`config.mk`:
```
export PLATFORM = sky130hd
export DESIGN_NAME = key_led_bar
export DESIGN_NICKNAME = d
export VERILOG_FILES = /design/src/rtl/key_led_bar.sv
export SDC_FILE = /design/constraint.sdc
export NUM_CORES = 1
export LEC_CHECK = 0
export CAP_MARGIN = 20
export CORE_MARGIN = 1
export CORE_UTILIZATION = 56
export CTS_CLUSTER_SIZE = 24
export DETAILED_ROUTE_END_ITERATION = 7
export PLACE_DENSITY_LB_ADDON = 0.08
export SYNTH_ARGS = -nofsm -noshare
export SYNTH_HDL_FRONTEND = slang
export SYNTH_SLANG_ARGS = --single-unit
```
`constraint.sdc`:
```
create_clock -name clk -period 9.8 [get_ports clk]
set_input_delay 1.96 -clock clk [delete_from_list [all_inputs] [get_ports clk]]
set_output_delay 1.96 -clock clk [all_outputs]
set_load 0.05 [all_outputs]
```
`src/rtl/key_led_bar.sv`:
```
// Bar-graph LED controller: N active-low keys are synchronised, debounced and
// mapped to an active-low LED bar, either following the keys or latching a selection.
module key_led_bar #(
    parameter int N_KEYS          = 4,
    parameter int DEBOUNCE_CYCLES = 1000000,
    localparam int LVL_W          = $clog2(N_KEYS + 1)
) (
    input  logic              clk,
    input  logic              rst,
    input  logic [N_KEYS-1:0] key,
    input  logic              mode,
    output logic [N_KEYS-1:0] led,
    output logic [N_KEYS-1:0] key_db,
    output logic [N_KEYS-1:0] key_press,
    output logic [LVL_W-1:0]  level
);

    localparam int CNT_W = $clog2(DEBOUNCE_CYCLES + 1);
    localparam logic [CNT_W-1:0] CNT_LAST = CNT_W'(DEBOUNCE_CYCLES - 1);

    logic [N_KEYS-1:0] sync1_q, sync1_d;
    logic [N_KEYS-1:0] sync2_q, sync2_d;
    logic [N_KEYS-1:0] key_db_q, key_db_d;
    logic [N_KEYS-1:0] key_press_q, key_press_d;
    logic [CNT_W-1:0]  cnt_q [N_KEYS];
    logic [CNT_W-1:0]  cnt_d [N_KEYS];
    logic              mode_q, mode_d;
    logic [LVL_W-1:0]  lat_q, lat_d;
    logic [LVL_W-1:0]  level_q, level_d;
    logic [N_KEYS-1:0] led_q, led_d;

    logic [N_KEYS-1:0] pressed;
    logic [LVL_W-1:0]  mom_lvl;
    logic [LVL_W-1:0]  hit_lvl;

    always_comb begin
        sync1_d = key;
        sync2_d = sync1_q;
        mode_d  = mode;
    end

    // A counter only advances while the synced key disagrees with key_db;
    // any agreement wipes it, so a bounce never carries partial credit.
    always_comb begin
        key_db_d = key_db_q;
        for (int i = 0; i < N_KEYS; i++) begin
            cnt_d[i] = '0;
            if (sync2_q[i] != key_db_q[i]) begin
                if (cnt_q[i] == CNT_LAST) begin
                    key_db_d[i] = sync2_q[i];
                end else begin
                    cnt_d[i] = cnt_q[i] + CNT_W'(1);
                end
            end
        end
        key_press_d = key_db_q & ~key_db_d;
    end

    always_comb begin
        pressed = ~key_db_q;
        mom_lvl = '0;
        if (pressed != '0 && (pressed & (pressed - N_KEYS'(1))) == '0) begin
            for (int i = 0; i < N_KEYS; i++) begin
                if (pressed[i]) begin
                    mom_lvl = LVL_W'(i + 1);
                end
            end
        end
    end

    // Descending scan so the lowest pressed index is the one that sticks.
    always_comb begin
        hit_lvl = '0;
        for (int i = N_KEYS - 1; i >= 0; i--) begin
            if (key_press_q[i]) begin
                hit_lvl = LVL_W'(i + 1);
            end
        end

        lat_d = lat_q;
        if (mode != mode_q) begin
            lat_d = '0;
        end else if (mode && (key_press_q != '0)) begin
            lat_d = (lat_q == hit_lvl) ? '0 : hit_lvl;
        end

        level_d = mode ? lat_d : mom_lvl;

        for (int i = 0; i < N_KEYS; i++) begin
            led_d[i] = !(i < int'(level_d));
        end
    end

    always_ff @(posedge clk or posedge rst) begin
        if (rst) begin
            sync1_q     <= '1;
            sync2_q     <= '1;
            key_db_q    <= '1;
            key_press_q <= '0;
            mode_q      <= 1'b0;
            lat_q       <= '0;
            level_q     <= '0;
            led_q       <= '1;
            for (int i = 0; i < N_KEYS; i++) begin
                cnt_q[i] <= '0;
            end
        end else begin
            sync1_q     <= sync1_d;
            sync2_q     <= sync2_d;
            key_db_q    <= key_db_d;
            key_press_q <= key_press_d;
            mode_q      <= mode_d;
            lat_q       <= lat_d;
            level_q     <= level_d;
            led_q       <= led_d;
            for (int i = 0; i < N_KEYS; i++) begin
                cnt_q[i] <= cnt_d[i];
            end
        end
    end

    assign led       = led_q;
    assign key_db    = key_db_q;
    assign key_press = key_press_q;
    assign level     = level_q;

endmodule

```
==> impl_metrics.ini <==
[status]
status = finished clean

[global_route]
grt_antenna_before_repair = 0
grtUsageTotal_pct = 19.8
grt_pass1_wl_mm = 15.3
grt_max_degree = 67
grt-ovfl-total = 0
grt_pass1_vias = 3268

[cts]
cts.sinks = 107
clock-root-buffer = clkbuf_8
clkTransAtPathRegs_ns = 0.10
clk_latency_ns = 0.36
htreeDepth = 3
cts_resized = 0
cts_buffer_depth = 2
numCtsBuffers = 9
cts_tree = done
post-cts-setup-buffers = 0
postCtsHoldBufs = 0

[setup_path]
cpMaxStageDelayCell = clkdlybuf4s50_1
startpoint_type = register
cp_top_family = buffers and inverters
path_buf_inv = 1
required_ns = 7.84
path_class = register to output pin
critPathMaxFanout = 8
end_kind = output pin
cpPeakStageDelay_ns = 0.84
critPathArrivalTime_ns = 1.85
crit_chain = clkdlybuf4s50_1

[routing]
wl_per_cell_microns = 13.9
wl_mm = 8.40
ant_nets = 0
drt-pass1-iter-count = 4
vias_per_cell = 5.37
drt_iter0_drc = 106
via_count = 3246
drc_errors = 0

[final_layout]
drive_above_1_share_pct = 12.9
n_antenna_cell = 0
nNetsFinal = 503
area_growth_pct = 9.58
layout_common_cells = dfrtp_1, nor2_1, xor2_1
final_common_cell = dfrtp_1

[synthesis]
synth.distinct_cells = 47
ys_ff_latch = 107
ys_async_sr_fraction_pct = 100
syn_area_sq_mm = 0.00509
avgSynthCellArea_sq_um = 10.9
ys.warnings.count = 0
syn_inst = 468
synth_top_area_share_pct = 44.7
synth_edf_count = 0
synth_ff_type = dfrtp_1
ys_seq_area_share_pct = 53.0
synth_area_leader_cell = dfrtp_1
mappedNetlistNets = 479
synthTopCellsByArea = dfrtp_1, xor2_1, dfstp_2

[placed_design]
placement.io_buffers = 21
hpwl_mm = 5.84
place_congestion = 0.841

[sta]
hold_slack_ns = 0.361
finalMaxSlewViolations = 0
fmax_mhz = 262
worst_slew_pin_slew_ns = 0.809
setup_violations = 0
rsz0062_at_grt = no
max_slew_margin_pct = 46.0
finalHoldViolCount = 0
tns_ns = 0
fin_skew_ns = 0.00880
fin_crit_sh_pct = 38.9
post-route-min-period_ns = 3.81

[die]
rows = 34
dieArea_sq_mm = 0.00948
die_w_microns = 97.4
core_area_sq_mm = 0.00876
die_h_microns = 97.4
start_util_pct = 58.1
pin_count = 22

[power]
cellPowerDensity_mw_per_mm2 = 138
p_leak_nw = 2.51
max-vdd-ir-drop_uv = 84.5

[job]
cap_violations = 0

[min_path]
worst_hold_path_type = register to register
-- path summary, 6_finish.rpt --
path	from	to	cells past startpoint	slack (ns)
setup / recovery	key_db[1]	key_db[1]	1	5.99
hold / removal	sync1_q[0]	sync2_q[0]	0	0.36
setup reg to reg	cnt_q[40]	cnt_q[52]	6	7.79
hold reg to reg	sync1_q[0]	sync2_q[0]	0	0.36
max in group asynchronous	rst	cnt_q[36]	3	6.61
min in group asynchronous	rst	cnt_q[71]	2	1.99
-- per-layer routing --
layer / up-vias / part of all wire (%) / track usage (%) / wire length, microns
met4: 0 / 0.82 / 4.07 / 69
met5: - / 0 / 0 / 0
met1: 1571 / 49 / 27.9 / 4120
li1: 1629 / - / - / -
met2: 38 / 47 / 31.4 / 3920
met3: 8 / 3.4 / 4.75 / 285
-- state kept, by name (all words and copies together), names as in the netlist --
signal / flops
led: 4
key_db: 4
mode_q: 1
lat_q: 3
sync2_q: 4
sync1_q: 4
level: 3
cnt_q: 80
key_press: 4
-- Yosys cell counts (all sizes together) (2+ instances only) --
library cell,instances
and4,6
nor4bb,2
mux2,4
dfrtp,91
a21o,3
nand3,34
dfstp,16
nor3,7
nor2,88
nand2b,3
and2,5
nor3b,7
nor2b,2
nor4,10
and3,17
inv,12
o21ai,4
nand4,17
a21oi,2
ha,4
xnor2,30
nor4b,3
buf,9
and4b,2
xor2,51
nand2,30
-- where the power goes --
| group | switching (mW) | total, mW | internal [mW] |
|---|---|---|---|
| sequential | 0.00535 | 0.454 | 0.449 |
| combinational | 0.0197 | 0.0274 | 0.00763 |
| clock | 0.143 | 0.287 | 0.144 |
-- cell type report --
cell class                      instances  area (sq um)
Clock buffer                            9           124
Clock inverter                          7          91.3
Fill cell                             735          3180
Inverter                               12          47.5
Multi-Input combinational cell        340          2270
Sequential cell                       107          2700
Tap cell                              108           135
Timing Repair Buffer                   22           218
-- metrics by stage --
step / util, % / area (sq um) / total power, mW / instances / setup WS (ns)
6_report: 63.7 / 5580 / 0.768 / 605 / 5.99
5_1_grt: 63.7 / 5580 / 0.805 / 605 / 5.93
4_1_cts: 63.7 / 5580 / 0.780 / 605 / 5.98
3_5_place_dp: 61.2 / 5370 / 0.491 / 589 / 6.14
3_3_place_gp: 61.2 / 5370 / 0.490 / 589 / 6.16
2_1_floorplan: - / 5090 / 0.483 / 468 / 5.05
-- cell families after synthesis --
group | after synthesis | synth area share, %
compound gates | 14 | 1.97
xor+xnor | 81 | 13.9
fa+ha+maj | 4 | 0.983
buf+inv | 21 | 2.51
flops | 107 | 53.0
mux | 4 | 0.884
simple gates | 237 | 26.8
Power figures use the tool's default switching activity.
